<file path="src/rtl/int_ctrl.sv">
// Multi-channel interrupt controller: synchronised sticky pending bits, mask, edge/level mode, priority request FSM.
// Latency: int_in -> pending after SYNC_STAGES edges, -> irq one edge later; rdata one edge after addr.
// Backpressure: one request in flight; later events stay pending until eoi returns the FSM to IDLE.
module int_ctrl #(
    parameter int              N_CH        = 8,
    parameter int              SYNC_STAGES = 2,
    parameter logic [N_CH-1:0] MODE_RST    = {N_CH{1'b1}},
    localparam int             ID_W        = $clog2(N_CH)
) (
    input  logic            clk,
    input  logic            rst,
    input  logic [N_CH-1:0] int_in,
    input  logic            we,
    input  logic [1:0]      addr,
    input  logic [N_CH-1:0] wdata,
    output logic [N_CH-1:0] rdata,
    output logic            irq,
    output logic [ID_W-1:0] irq_id,
    input  logic            ack,
    input  logic            eoi
);

    localparam logic [1:0]      ADDR_PENDING = 2'd0;
    localparam logic [1:0]      ADDR_MASK    = 2'd1;
    localparam logic [1:0]      ADDR_MODE    = 2'd2;
    localparam logic [N_CH-1:0] ONE          = {{(N_CH-1){1'b0}}, 1'b1};

    typedef enum logic [1:0] {
        ST_IDLE = 2'd0,
        ST_REQ  = 2'd1,
        ST_SVC  = 2'd2
    } state_t;

    state_t          r_state;
    state_t          w_state_nxt;

    logic [N_CH-1:0] r_sync [SYNC_STAGES];
    logic [N_CH-1:0] w_s;
    logic [N_CH-1:0] r_s_prev;

    logic [N_CH-1:0] r_pending;
    logic [N_CH-1:0] w_pending_nxt;
    logic [N_CH-1:0] r_mask;
    logic [N_CH-1:0] r_mode;
    logic [N_CH-1:0] w_set;
    logic [N_CH-1:0] w_clr;
    logic [N_CH-1:0] w_elig;
    logic [N_CH-1:0] w_id_onehot;

    logic [ID_W-1:0] r_irq_id;
    logic [ID_W-1:0] w_winner;
    logic            w_any;
    logic            r_irq;
    logic            w_irq_nxt;
    logic            w_id_load;
    logic            w_ack_take;

    logic [N_CH-1:0] w_status;
    logic [N_CH-1:0] w_rd_mux;
    logic [N_CH-1:0] r_rdata;

    // Synchroniser chain for the raw asynchronous sources.
    always_ff @(posedge clk) begin
        if (rst) begin
            for (int i = 0; i < SYNC_STAGES; i++) begin
                r_sync[i] <= '0;
            end
        end else begin
            r_sync[0] <= int_in;
            for (int i = 1; i < SYNC_STAGES; i++) begin
                r_sync[i] <= r_sync[i-1];
            end
        end
    end

    assign w_s = r_sync[SYNC_STAGES-1];

    // Previous synchronised sample, used for rising-edge detection.
    always_ff @(posedge clk) begin
        if (rst) begin
            r_s_prev <= '0;
        end else begin
            r_s_prev <= w_s;
        end
    end

    // Edge-mode channels fire on a rising edge, level-mode channels on every high cycle.
    assign w_set       = (r_mode & w_s & ~r_s_prev) | (~r_mode & w_s);
    assign w_id_onehot = ONE << r_irq_id;

    // Clear sources: software write-1-to-clear and the accepted acknowledge.
    always_comb begin
        w_clr = '0;
        if (we && (addr == ADDR_PENDING)) begin
            w_clr = wdata;
        end
        if (w_ack_take) begin
            w_clr = w_clr | w_id_onehot;
        end
    end

    // A set in the same cycle as a clear keeps the bit pending.
    assign w_pending_nxt = (r_pending & ~w_clr) | w_set;

    // Sticky pending register.
    always_ff @(posedge clk) begin
        if (rst) begin
            r_pending <= '0;
        end else begin
            r_pending <= w_pending_nxt;
        end
    end

    // Software-writable MASK and MODE registers; STATUS writes are dropped.
    always_ff @(posedge clk) begin
        if (rst) begin
            r_mask <= '0;
            r_mode <= MODE_RST;
        end else if (we) begin
            if (addr == ADDR_MASK) begin
                r_mask <= wdata;
            end
            if (addr == ADDR_MODE) begin
                r_mode <= wdata;
            end
        end
    end

    assign w_elig = r_pending & r_mask;
    assign w_any  = |w_elig;

    // Priority encoder: the lowest eligible index wins.
    always_comb begin
        w_winner = '0;
        for (int i = N_CH - 1; i >= 0; i--) begin
            if (w_elig[i]) begin
                w_winner = ID_W'(i);
            end
        end
    end

    // Handshake FSM state register, with the registered irq and frozen id.
    always_ff @(posedge clk) begin
        if (rst) begin
            r_state  <= ST_IDLE;
            r_irq    <= 1'b0;
            r_irq_id <= '0;
        end else begin
            r_state <= w_state_nxt;
            r_irq   <= w_irq_nxt;
            if (w_id_load) begin
                r_irq_id <= w_winner;
            end
        end
    end

    // Handshake FSM next state: ack beats withdrawal, eoi only counts in service.
    always_comb begin
        w_state_nxt = r_state;
        w_irq_nxt   = 1'b0;
        w_id_load   = 1'b0;
        w_ack_take  = 1'b0;
        case (r_state)
            ST_IDLE: begin
                if (w_any) begin
                    w_state_nxt = ST_REQ;
                    w_irq_nxt   = 1'b1;
                    w_id_load   = 1'b1;
                end
            end
            ST_REQ: begin
                w_irq_nxt = 1'b1;
                if (ack) begin
                    w_state_nxt = ST_SVC;
                    w_irq_nxt   = 1'b0;
                    w_ack_take  = 1'b1;
                end else if (!(r_pending[r_irq_id] && r_mask[r_irq_id])) begin
                    w_state_nxt = ST_IDLE;
                    w_irq_nxt   = 1'b0;
                end
            end
            ST_SVC: begin
                if (eoi) begin
                    w_state_nxt = ST_IDLE;
                end
            end
            default: begin
                w_state_nxt = ST_IDLE;
            end
        endcase
    end

    // STATUS word: busy flag in the top bit, current id in the low bits.
    always_comb begin
        w_status             = '0;
        w_status[ID_W-1:0]   = r_irq_id;
        w_status[N_CH-1]     = (r_state != ST_IDLE);
    end

    // Read mux selecting the register addressed this cycle.
    always_comb begin
        w_rd_mux = '0;
        case (addr)
            2'd0:    w_rd_mux = r_pending;
            2'd1:    w_rd_mux = r_mask;
            2'd2:    w_rd_mux = r_mode;
            default: w_rd_mux = w_status;
        endcase
    end

    // Registered read data.
    always_ff @(posedge clk) begin
        if (rst) begin
            r_rdata <= '0;
        end else begin
            r_rdata <= w_rd_mux;
        end
    end

    assign rdata  = r_rdata;
    assign irq    = r_irq;
    assign irq_id = r_irq_id;

endmodule

</file>
<file path="config.mk">
export PLATFORM = sky130hd
export DESIGN_NAME = int_ctrl
export DESIGN_NICKNAME = d
export VERILOG_FILES = /design/src/rtl/int_ctrl.sv
export SDC_FILE = /design/constraint.sdc
export NUM_CORES = 1
export LEC_CHECK = 0
export CORE_MARGIN = 2
export CORE_UTILIZATION = 30
export CTS_CLUSTER_SIZE = 24
export DETAILED_ROUTE_END_ITERATION = 10
export GPL_ROUTABILITY_DRIVEN = 0
export HOLD_SLACK_MARGIN = 0.05
export PLACE_DENSITY_LB_ADDON = 0.08
export SYNTH_ARGS = -nofsm -noshare
export SYNTH_HDL_FRONTEND = slang
export SYNTH_SLANG_ARGS = --single-unit
</file>
<file path="constraint.sdc">
create_clock -name clk -period 1.8 [get_ports clk]
set_clock_uncertainty 0.05 [all_clocks]
set_input_delay 0.18 -clock clk [delete_from_list [all_inputs] [get_ports clk]]
set_output_delay 0.18 -clock clk [all_outputs]
set_load 0.1 [all_outputs]
</file>
Yosys cells after proc, flatten, opt, wreduce, memory -nomap -nowiden

Memories as Yosys holds them, arrays and structs flattened.
Index checks and enable logic that the tools add are counted.

Bitwise logic cells: 13
Reduce and logical (&&, ||, !) cells: 9
Order comparisons: 1
Equal/unequal tests: 7
Shifts and indexed selects: 1
Multiplexer cells: 32

Operators with widths:

| cell                                                        | number |
|---|---|
| bitwise AND 8 bit                                           | 5 |
| 2-to-1 mux 8 bit                                            | 4 |
| 2-to-1 mux 3 bit                                            | 8 |
| inverter 8 bit                                              | 3 |
| OR 8 bit                                                    | 3 |
| one-hot mux 8 bit (3 select lines)                          | 1 |
| 2-to-1 mux 1 bit                                            | 11 |
| 2-to-1 mux 2 bit                                            | 4 |
| OR reduction 8 bit                                          | 1 |
| left shift 1 x 3 -> 8 bit (first input constant)            | 1 |
| binary-select mux 1 bit (select 3 bit)                      | 2 |
| one-hot mux 2 bit (3 select lines)                          | 1 |
| == test 2 x 1 -> 1 bit (second input constant)              | 2 |
| == test 2 bit (second input constant)                       | 2 |
| zero test 2 bit                                             | 2 |
| less-than comparator 3 x 4 -> 1 bit (second input constant) | 1 |
| != test 2 bit (second input constant)                       | 2 |
| AND reduction 2 bit                                         | 2 |
| != test 3 bit (second input constant)                       | 1 |
| AND reduction 3 bit                                         | 1 |
| logical AND 1 bit                                           | 2 |
| OR 1 bit                                                    | 2 |
| one-hot mux 1 bit (2 select lines)                          | 1 |
| nonzero test 2 bit                                          | 1 |

Input bits: 23
Logic and storage cells: 72
Bits in registers: 46
RAM bits: 16
Memories kept: 1
Output and inout port bits: 12

Memories:

| memory | depth | bits a word | rd ports | clocked after Yosys merged registers in | wr ports | line | RTL |
|---|---|---|---|---|---|---|---|
| r_sync | 2     | 8           | 2        | 0                                       | 2        | 37   | `logic [N_CH-1:0] r_sync [SYNC_STAGES];` |

Depth between registers and ports, before layout

Gate-level depths: netlist of run 1.

Word-level depth: 9
Depth in mapped cells: 5
Mapped depth without buffers: 4

Worst setup path after synthesis of run 1

OpenSTA, ideal clock, no wires.

Path type: reg2reg
From: register r_irq_id[2] (netlist: irq_id[2])
To: register r_irq (netlist: irq)
Arrival: 2015 ps
Stages on the path, launching flop included: 4
Setup slack: -333 ps
Period minus slack after synthesis: 2133 ps
Cells stage by stage: dfxtp_1 -> mux4_2 -> mux2_4 -> o21ai_1

Word-level cells in the longest chain between the ends: 6

RTL lines:

| element                                | line | RTL |
|---|---|---|
| start, declared                        | 50   | `logic [ID_W-1:0] r_irq_id;` |
| start signal, assigned                 | 152  | `r_irq_id <= w_winner;` |
| binary-select mux 1 bit (select 3 bit) | 177  | `end else if (!(r_pending[r_irq_id] && r_mask[r_irq_id])) begin` |
| 2-to-1 mux 1 bit (implied by the code) | 177  |  |
| logical AND 1 bit *                    | 177  |  |
| 2-to-1 mux 1 bit *                     | 177  |  |
| 2-to-1 mux 1 bit *                     | 173  | `if (ack) begin` |
| one-hot mux 1 bit (2 select lines) *   | 163  | `case (r_state)` |
| end signal, assigned                   | 150  | `r_irq <= w_irq_nxt;` |
| end, declared                          | 53   | `logic r_irq;` |

Mark *: on every way between the ends. The rest lies on a longest branch, timed or not. The select of a mux whose other input is x is not followed.
A chain may end at the register's enable or synchronous reset.

Final worst setup path of run 1

From: register r_pending[0]
To: register r_irq (netlist: irq)

Word-level cells in the longest chain between the ends: 6

RTL lines:

| element                                | line | RTL |
|---|---|---|
| start, declared                        | 41   | `logic [N_CH-1:0] r_pending;` |
| start signal, assigned                 | 110  | `r_pending <= w_pending_nxt;` |
| binary-select mux 1 bit (select 3 bit) | 177  |  |
| 2-to-1 mux 1 bit (implied by the code) | 177  |  |
| logical AND 1 bit                      | 177  |  |
| 2-to-1 mux 1 bit                       | 177  |  |
| 2-to-1 mux 1 bit                       | 173  |  |
| one-hot mux 1 bit (2 select lines) *   | 163  |  |

Marked as above.

==> results of run 1 <==
## cells in the final DEF (no fill, tap or decap), types with 3 or more instances in the layout
master / count
a22o_1: 3
nor2b_1: 26
mux2i_1: 4
a211oi_1: 3
clkdlybuf4s50_1: 22
nand2_2: 4
and2_1: 3
dfxtp_1: 60
a21oi_1: 17
buf_12: 4
clkbuf_8: 11
nand3b_1: 4
o21ai_0: 6
nand3_1: 23
nand2_1: 54
mux4_2: 3
nor3_1: 3
buf_4: 19
nor2_1: 12
## power breakdown
group	leakage (nW)	internal (mW)	switching (mW)
logic	0.629	0.141	0.206
clock network	0.0996	0.714	0.528
registers	0.509	1.43	0.0382
## worst register-to-register path: cells and delay by family (launching register included)
family          cells  cell delay [ns]
compound gates      1             0.11
simple gates        1             0.14
mux                 2             0.75
flops               1             0.38
## layout make-up
type	count	area, sq um	share of cell area
inverter	1	3.75	0.00119
tap	102	128	0.0406
timing repair buffer	45	443	0.141
sequential	62	1240	0.395
clock buffer	13	159	0.0505
clock inverter	3	42.5	0.0135
multi-input combinational	190	1130	0.358
## synthesized netlist by cell type (2+ instances only)
cell type / instances / area share
dfxtp_1: 62 / 0.51
nand3b_1: 4 / 0.012
o21ai_1: 2 / 0.0041
and2_1: 3 / 0.0077
nand2_2: 4 / 0.010
mux4_1: 2 / 0.022
clkbuf_1: 7 / 0.011
nor2_1: 12 / 0.019
a211oi_1: 3 / 0.0093
mux4_2: 3 / 0.028
nor2b_1: 26 / 0.067
a21oi_1: 17 / 0.035
nand3_1: 23 / 0.047
a22o_1: 3 / 0.011
mux2i_1: 4 / 0.016
o21ai_0: 6 / 0.012
buf_2: 3 / 0.0062
nor3b_1: 2 / 0.0062
nor3_1: 3 / 0.0062
nand2_1: 54 / 0.083
a32o_1: 2 / 0.0082
## metal layers
metal,part of all wire,vias to the layer above,track usage
met5,0,-,0
met4,0.014,0,0.0652
met3,0.044,6,0.0305
met2,0.45,42,0.215
met1,0.49,879,0.189
li1,-,1005,-
## per-stage QoR
| step | total power, mW | instance area [sq um] | util | hold WS, ns | setup WS (ns) |
|---|---|---|---|---|---|
| 2_1_floorplan | 1.71 | 2440 | - | 0.213 | 0.0429 |
| 3_3_place_gp | 1.85 | 2950 | 0.377 | 0.365 | 0.0630 |
| 3_5_place_dp | 1.85 | 2950 | 0.377 | 0.371 | 0.0228 |
| 4_1_cts | 3.10 | 3150 | 0.403 | 0.331 | 0.298 |
| 5_1_grt | 3.19 | 3150 | 0.403 | 0.331 | 0.218 |
| 6_report | 3.06 | 3150 | 0.403 | 0.348 | 0.305 |
## worst max path at each step
| stage | start | to | slack [ns] | cells past startpoint |
|---|---|---|---|---|
| 3_3_place_gp | addr[0] | rdata[1]$_SDFF_PP0_ | 0.06 | 3 |
| 5_1_grt | r_pending[0]$_SDFF_PP0_ | r_state[0]$_SDFFE_PP0P_ | 0.22 | 4 |
| 6_report | r_pending[0]$_SDFF_PP0_ | irq$_SDFF_PP0_ | 0.31 | 4 |
| 3_5_place_dp | addr[0] | rdata[2]$_SDFF_PP0_ | 0.02 | 3 |
| 4_1_cts | irq_id[0]$_SDFFE_PP0P_ | irq_id[0] | 0.30 | 1 |
| 2_1_floorplan | irq_id[2]$_SDFFE_PP0P_ | irq$_SDFF_PP0_ | 0.04 | 3 |
## registers in the layout (all words and copies together), names as in the netlist
register,flops
r_sync,16
r_mask,8
r_mode,8
r_pending,8
r_s_prev,8
rdata,8
irq_id,3
r_state,2
irq,1
## kinds of logic (layout without fill, tap and decap cells)
logic type | count (synthesis) | after routing
AO/OA/AOI/OAI | 42 | 42
buffers and inverters | 14 | 62
flip-flops | 62 | 62
multiplexers | 10 | 10
AND/OR/NAND/NOR | 138 | 138
==> results.cfg, run 1 <==
[timing]
slew_headroom = 0.645
fin_crit_sh = 0.830
finalSetupViolCount = 0
tightestPinTransition_ns = 0.531
hold_viol_final = 0
drv_slew = 0
fin_crit_ns = 1.49
rsz0062_at_grt = no
max_freq_mhz = 669
fin_setup_tns_ns = 0

[critical_path]
cp_data_arrival_time_ns = 1.71
worst_path_max_delay_cell = mux4_2
path_max_fanout = 4
rrSetupSlack_ns = 0.31
reg2reg_depth = 4
start_kind = flip-flop
crit_family = multiplexers
path_buf_inv = 0
end_kind = flip-flop
rr_endpoint = irq$_SDFF_PP0_
crit_path_cell_trace = nand2_1 -> mux4_2 -> mux2_4 -> o21ai_1
worst_ep_required_time_ns = 2.02
crit_type = reg2reg
r2r-start = r_pending[0]$_SDFF_PP0_
max_stage_delay_ns = 0.47

[final_layout]
num_antenna_cells = 0
fill_cells = 815
fin_cells = 416
syn2layout_area_growth_pct = 29.3
final_nets = 332
drive_gt1_frac = 0.156

[floorplan]
dieArea_sq_um = 8850
rows = 32
die_x_um = 94.1
core_region_area_sq_um = 7810
ios = 35
dieHeight_um = 94.1
initial_core_util = 0.312

[global_route]
grt.total_usage = 0.141
antenna_found_initial = 0
grt_overflow = 0
grt_max_degree = 43
grt_pass1_wl_mm = 9.34
grt_pass1_vias = 1808

[logic_synthesis]
synth_edf_count = 0
yosys_warnings = 0
ys_seq_elements = 62
synth_compound_area_frac = 0.108
synth.cell_area_sq_um = 2430
synth_top_family_by_area = simple AND/OR/NAND/NOR gates
seq_area_frac_synth = 0.510
synthAdderAreaFrac = 0
synth_cell_types = 42
muxShareOfSynthArea = 0.0720
synthSimpleGateAreaFrac = 0.283
async_reset_ff_frac = 0
syn_area_per_cell_sq_um = 9.15
ys.flop_type = dfxtp_1
synth_fp_nets = 289
syn_inst = 266
synth_xor_area_frac = 0

[drt]
antenna_left = 0
drt_iter0_markers = 72
wl_mm = 5.92
wire_per_inst_um = 14.2
vias = 1932
drtPass1Iterations = 4
via_per_inst = 4.64
drc = 0

[placement]
port_buffers = 34
dp_hpwl_mm = 4.14
place_inst = 400

[clocking]
cts_setup_buffers = 0
cts.path.max_buffers = 2
cts.sinks = 62
cts_made_buffers = 9
clk_latency_ns = 0.33
hold_buffers = 0
tritoncts = built
clockRootBuffer = clkbuf_8
h-tree-depth = 3
ctsResizeCount = 0
clk_pin_slew_worst_paths_ns = 0.07

[job]
maxCapViolations = 0

[min_path]
hold_start = int_in[6]
hold_depth = 2
hold_class = in2reg
min_to = r_sync[0][6]$_SDFF_PP0_

[pwr]
p_leak_nw = 1.24
p_per_area_nw_per_um2 = 972
peakVddDrop_mv = 0.371

[run_status]
status = completed
Note: power is estimated with default switching activity, not from simulation.
==> run 2, diff against run 1 <==
clock period = 1.53 ns   (was 1.8 ns; I/O delays follow)
==> run 2 against run 1 <==
  * Combinational power rose by 37%
  * Maximum frequency rose by 3.3%
  * Sequential share of layout area fell by 3.0 points
  * Routed wire length fell by 2.4%
  * Via count rose by 3.7%
  * Critical path type unchanged
  * Register-to-register slack got worse by 0.22 ns
  * Utilization rose by 3.6 points
  * Setup slack got worse by 0.22 ns
  * Global-route usage rose by 0.74 points
  * Die area did not move
==> results.cfg, run 2 (same netlist as run 1, synthesis figures left out) <==
[run_status]
status = completed

[critical_path]
cp_data_arrival_time_ns = 1.66
max_stage_delay_ns = 0.45
path_buf_inv = 0
worst_ep_required_time_ns = 1.74
path_max_fanout = 4
start_kind = flip-flop
worst_path_max_delay_cell = mux4_2
crit_family = multiplexers
rrSetupSlack_ns = 0.08
crit_type = reg2reg
crit_path_cell_trace = nand2_1 -> mux4_2 -> mux2_4 -> o21ai_1
end_kind = flip-flop

[floorplan]
dieArea_sq_um = 8850
dieHeight_um = 94.1
initial_core_util = 0.312
ios = 35
rows = 32
die_x_um = 94.1
core_region_area_sq_um = 7810

[min_path]
hold_class = in2reg

[global_route]
grt.total_usage = 0.148
antenna_found_initial = 0
grt_pass1_wl_mm = 9.79
grt_max_degree = 21
grt_pass1_vias = 1969
grt_overflow = 0

[final_layout]
final_area_sq_um = 3430
syn2layout_area_growth_pct = 40.8
final_common_cell = dfxtp_1
largest_reg_flops = 16
top_register = r_sync
drive_gt1_frac = 0.219
final_cell_mix = 56 x dfxtp_1, 54 x nand2_1, 28 x buf_4
final_nets = 351
num_antenna_cells = 0

[clocking]
cts.sinks = 62
hold_buffers = 0
cts.path.max_buffers = 2
cts_made_buffers = 9
tritoncts = built
clk_latency_ns = 0.34
clockRootBuffer = clkbuf_8
clk_pin_slew_worst_paths_ns = 0.07
h-tree-depth = 3

[timing]
fin_crit_ns = 1.45
max_freq_mhz = 691
hold_viol_final = 0
drv_slew = 0
tightestPinTransition_ns = 0.351
rsz0062_at_grt = no
slew_headroom = 0.765
fin_crit_sh = 0.946
finalSetupViolCount = 0

[drt]
antenna_left = 0
drtPass1Iterations = 4
drt_iter0_markers = 70
drc = 0
wl_mm = 5.78
via_per_inst = 4.61
vias = 2004
wire_per_inst_um = 13.3

[placement]
placed_area_sq_um = 3220
dp_hpwl_mm = 4.39
port_buffers = 34

[pwr]
p_per_area_nw_per_um2 = 1070
power_mw = 3.66
peakVddDrop_mv = 0.494
p_leak_nw = 1.37

[job]
maxCapViolations = 0
==> run 2: changes by cell type in the layout (fill, tap and decap cells not counted), sizes merged <==
cell,before,now
clkinvlp,1,0
inv,1,2
buf,23,42
==> run 2: worst register-to-register path: cells and delay by family, from the launching register on <==
family	cells	cell delay, ns
AO/OA/AOI/OAI	1	0.12
flip-flops	1	0.38
multiplexers	2	0.72
AND/OR/NAND/NOR	1	0.11
==> run 2: metrics by stage <==
stage / worst slack, ns / hold WS (ns) / TNS [ns] / std cells / util
floorplan: -0.0447 / 0.186 / -0.0894 / 266 / -
global placement: -0.178 / 0.365 / -1.92 / 419 / 0.412
detailed placement: -0.194 / 0.375 / -2.16 / 419 / 0.412
CTS: 0.0751 / 0.289 / 0 / 435 / 0.438
global route: 0.0136 / 0.309 / 0 / 435 / 0.439
finish: 0.0832 / 0.313 / 0 / 435 / 0.439
==> run 2: repair_timing <==
item / 4_1_cts / 5_1_grt
resized for setup: 0 / 4
buffers inserted: 0 / 0
setup endpoints to repair: 0 / 2
==> run 2: power by group <==
| group | switching, mW | leakage (nW) | total (mW) | internal, mW |
|---|---|---|---|---|
| registers | 0.0464 | 0.511 | 1.73 | 1.69 |
| clock network | 0.614 | 0.104 | 1.46 | 0.841 |
| logic | 0.251 | 0.754 | 0.474 | 0.224 |
| total | 0.911 | 1.37 | 3.66 | 2.75 |
==> run 2: layer usage <==
metal | vias to the layer above | part of all wire | GRT usage | wire (um)
met3 | 7 | 0.049 | 0.0345 | 281
met5 | - | 0 | 0 | 0
met2 | 48 | 0.47 | 0.233 | 2700
met4 | 0 | 0.016 | 0.0821 | 94
li1 | 1040 | - | - | -
met1 | 909 | 0.47 | 0.186 | 2700
==> run 2: final timing paths <==
check	depth (start not counted)	from	end
max	4	r_mask[5]$_SDFFE_PP0P_	irq$_SDFF_PP0_
min	2	int_in[0]	r_sync[0][0]$_SDFF_PP0_
max reg2reg	4	r_mask[5]$_SDFFE_PP0P_	irq$_SDFF_PP0_
min reg2reg	1	r_sync[0][5]$_SDFF_PP0_	r_sync[0][13]$_SDFF_PP0_
==> run 2: cell type report <==
type,count,area (sq um)
clock inverters,3,41.3
flip-flops and latches,62,1250
clock buffers,13,159
inverters,1,3.75
repair buffers,64,711
well taps,102,128
fillers,786,4380
multi-input cells,190,1130
==> run 3, diff against run 2 <==
CTS_BUF_LIST = sky130_fd_sc_hd__clkbuf_4 sky130_fd_sc_hd__clkbuf_8 sky130_fd_sc_hd__clkbuf_16   (was unset)
==> run 3 against run 2 <==
  * Maximum frequency is 0.11% lower
  * Sequential share of layout area down 0.080 points
  * Combinational power about the same
  * Utilization grew 0.096 points
  * Final cell count did not move
  * Clock-buffer cell count unchanged
  * Via count is 0.35% lower
  * Routed wire length increased by 0.33%
  * Critical path type unchanged
==> results.cfg, run 3 (same netlist as run 1, synthesis figures left out) <==
[run_status]
status = completed

[timing]
slew_headroom = 0.772
rsz0062_at_grt = no
hold_viol_final = 0
max_freq_mhz = 690
finalSetupViolCount = 0
drv_slew = 0
tightestPinTransition_ns = 0.341
fin_crit_ns = 1.45
fin_crit_sh = 0.947

[clocking]
cts.sinks = 62
h-tree-depth = 3
clockRootBuffer = clkbuf_8
clk_latency_ns = 0.34
cts_made_buffers = 9
tritoncts = built
cts_setup_buffers = 0
clk_pin_slew_worst_paths_ns = 0.07
cts.path.max_buffers = 2

[critical_path]
crit_type = reg2reg
cp_data_arrival_time_ns = 1.66
start_kind = flip-flop
end_kind = flip-flop
worst_ep_required_time_ns = 1.74
rrSetupSlack_ns = 0.08
reg2reg_depth = 4
rr_endpoint = irq$_SDFF_PP0_
r2r-start = r_mask[5]$_SDFFE_PP0P_
path_max_fanout = 4

[floorplan]
dieArea_sq_um = 8850
initial_core_util = 0.312
die_x_um = 94.1
rows = 32
core_region_area_sq_um = 7810
ios = 35
dieHeight_um = 94.1

[drt]
wl_mm = 5.80
vias = 1997
drtPass1Iterations = 4
drc = 0
via_per_inst = 4.59
drt_iter0_markers = 75
wire_per_inst_um = 13.3
antenna_left = 0

[min_path]
min_to = r_sync[0][0]$_SDFF_PP0_
hold_start = int_in[0]
hold_depth = 2
hold_class = in2reg

[final_layout]
top_register = r_sync
num_antenna_cells = 0
final_cell_mix = 56 x dfxtp_1, 54 x nand2_1, 28 x buf_4
regArea_sq_um = 1250
largest_reg_flops = 16
drive_gt1_frac = 0.225
syn2layout_area_growth_pct = 41.1
final_nets = 351
fill_cells = 784
final_core_utilization = 0.440
final_area_sq_um = 3430
multi_input_area_sq_um = 1130
final_common_cell = dfxtp_1

[global_route]
grt_max_degree = 21
antenna_found_initial = 0
grt_overflow = 0
grt_pass1_wl_mm = 9.79
grt.total_usage = 0.148
grt_pass1_vias = 1970

[placement]
placed_area_sq_um = 3220
port_buffers = 34
dp_hpwl_mm = 4.39

[pwr]
peakVddDrop_mv = 0.494
p_per_area_nw_per_um2 = 1080
p_leak_nw = 1.38
power_mw = 3.70

[job]
maxCapViolations = 0
-- run 3: critical path, stage by stage, from the launching register on --
cell and delay, ns:
dfxtp_1 0.38, nand2_1 0.11, mux4_2 0.45, mux2_4 0.27
o21ai_1 0.12
-- run 3: cell type report --
cell class / instances / share of cell area
clock buffers: 13 / 0.0485
clock inverters: 3 / 0.0120
repair buffers: 64 / 0.207
well taps: 102 / 0.0372
inverters: 1 / 0.00109
flip-flops and latches: 62 / 0.364
multi-input cells: 190 / 0.330
-- run 3: worst max path at each step --
| stage | from | end | slack, ns | depth (start not counted) |
|---|---|---|---|---|
| 6_report | r_mask[5]$_SDFFE_PP0P_ | irq$_SDFF_PP0_ | 0.08 | 4 |
| 5_1_grt | r_mask[5]$_SDFFE_PP0P_ | r_state[0]$_SDFFE_PP0P_ | 0.01 | 4 |
| 4_1_cts | r_mask[5]$_SDFFE_PP0P_ | irq$_SDFF_PP0_ | 0.08 | 4 |
| 3_5_place_dp | addr[0] | rdata[1]$_SDFF_PP0_ | -0.19 | 3 |
| 3_3_place_gp | addr[0] | rdata[2]$_SDFF_PP0_ | -0.18 | 3 |
| 2_1_floorplan | irq_id[2]$_SDFFE_PP0P_ | irq$_SDFF_PP0_ | -0.04 | 3 |
-- run 3: metrics by stage --
step	std cells	hold slack [ns]	TNS (ns)	worst slack [ns]
after detailed placement	419	0.375	-2.16	-0.194
after floorplan	266	0.186	-0.0894	-0.0447
after CTS	435	0.288	0	0.0751
final	435	0.312	0	0.0816
after global routing	435	0.309	0	0.0136
after global placement	419	0.365	-1.92	-0.178
-- run 3: what timing repair did --
action	CTS	global route
hold buffers	0	0
endpoints found under the setup margin	0	2
gates resized for setup	0	4
hold endpoints to repair	0	0
-- run 3: report_power, final --
group          internal, mW  total, mW  switching (mW)  leakage, nW
Clock                 0.877       1.49           0.617        0.111
Sequential             1.69       1.73          0.0464        0.511
Combinational         0.224      0.475           0.251        0.754
Total                  2.79       3.70           0.914         1.38
-- run 3: per-layer routing --
layer / GRT usage / vias to the layer above / routed length [um]
met5: 0 / - / 0
met4: 0.0821 / 0 / 94
met3: 0.0345 / 7 / 232
met2: 0.233 / 38 / 2720
met1: 0.186 / 909 / 2750
li1: - / 1043 / -
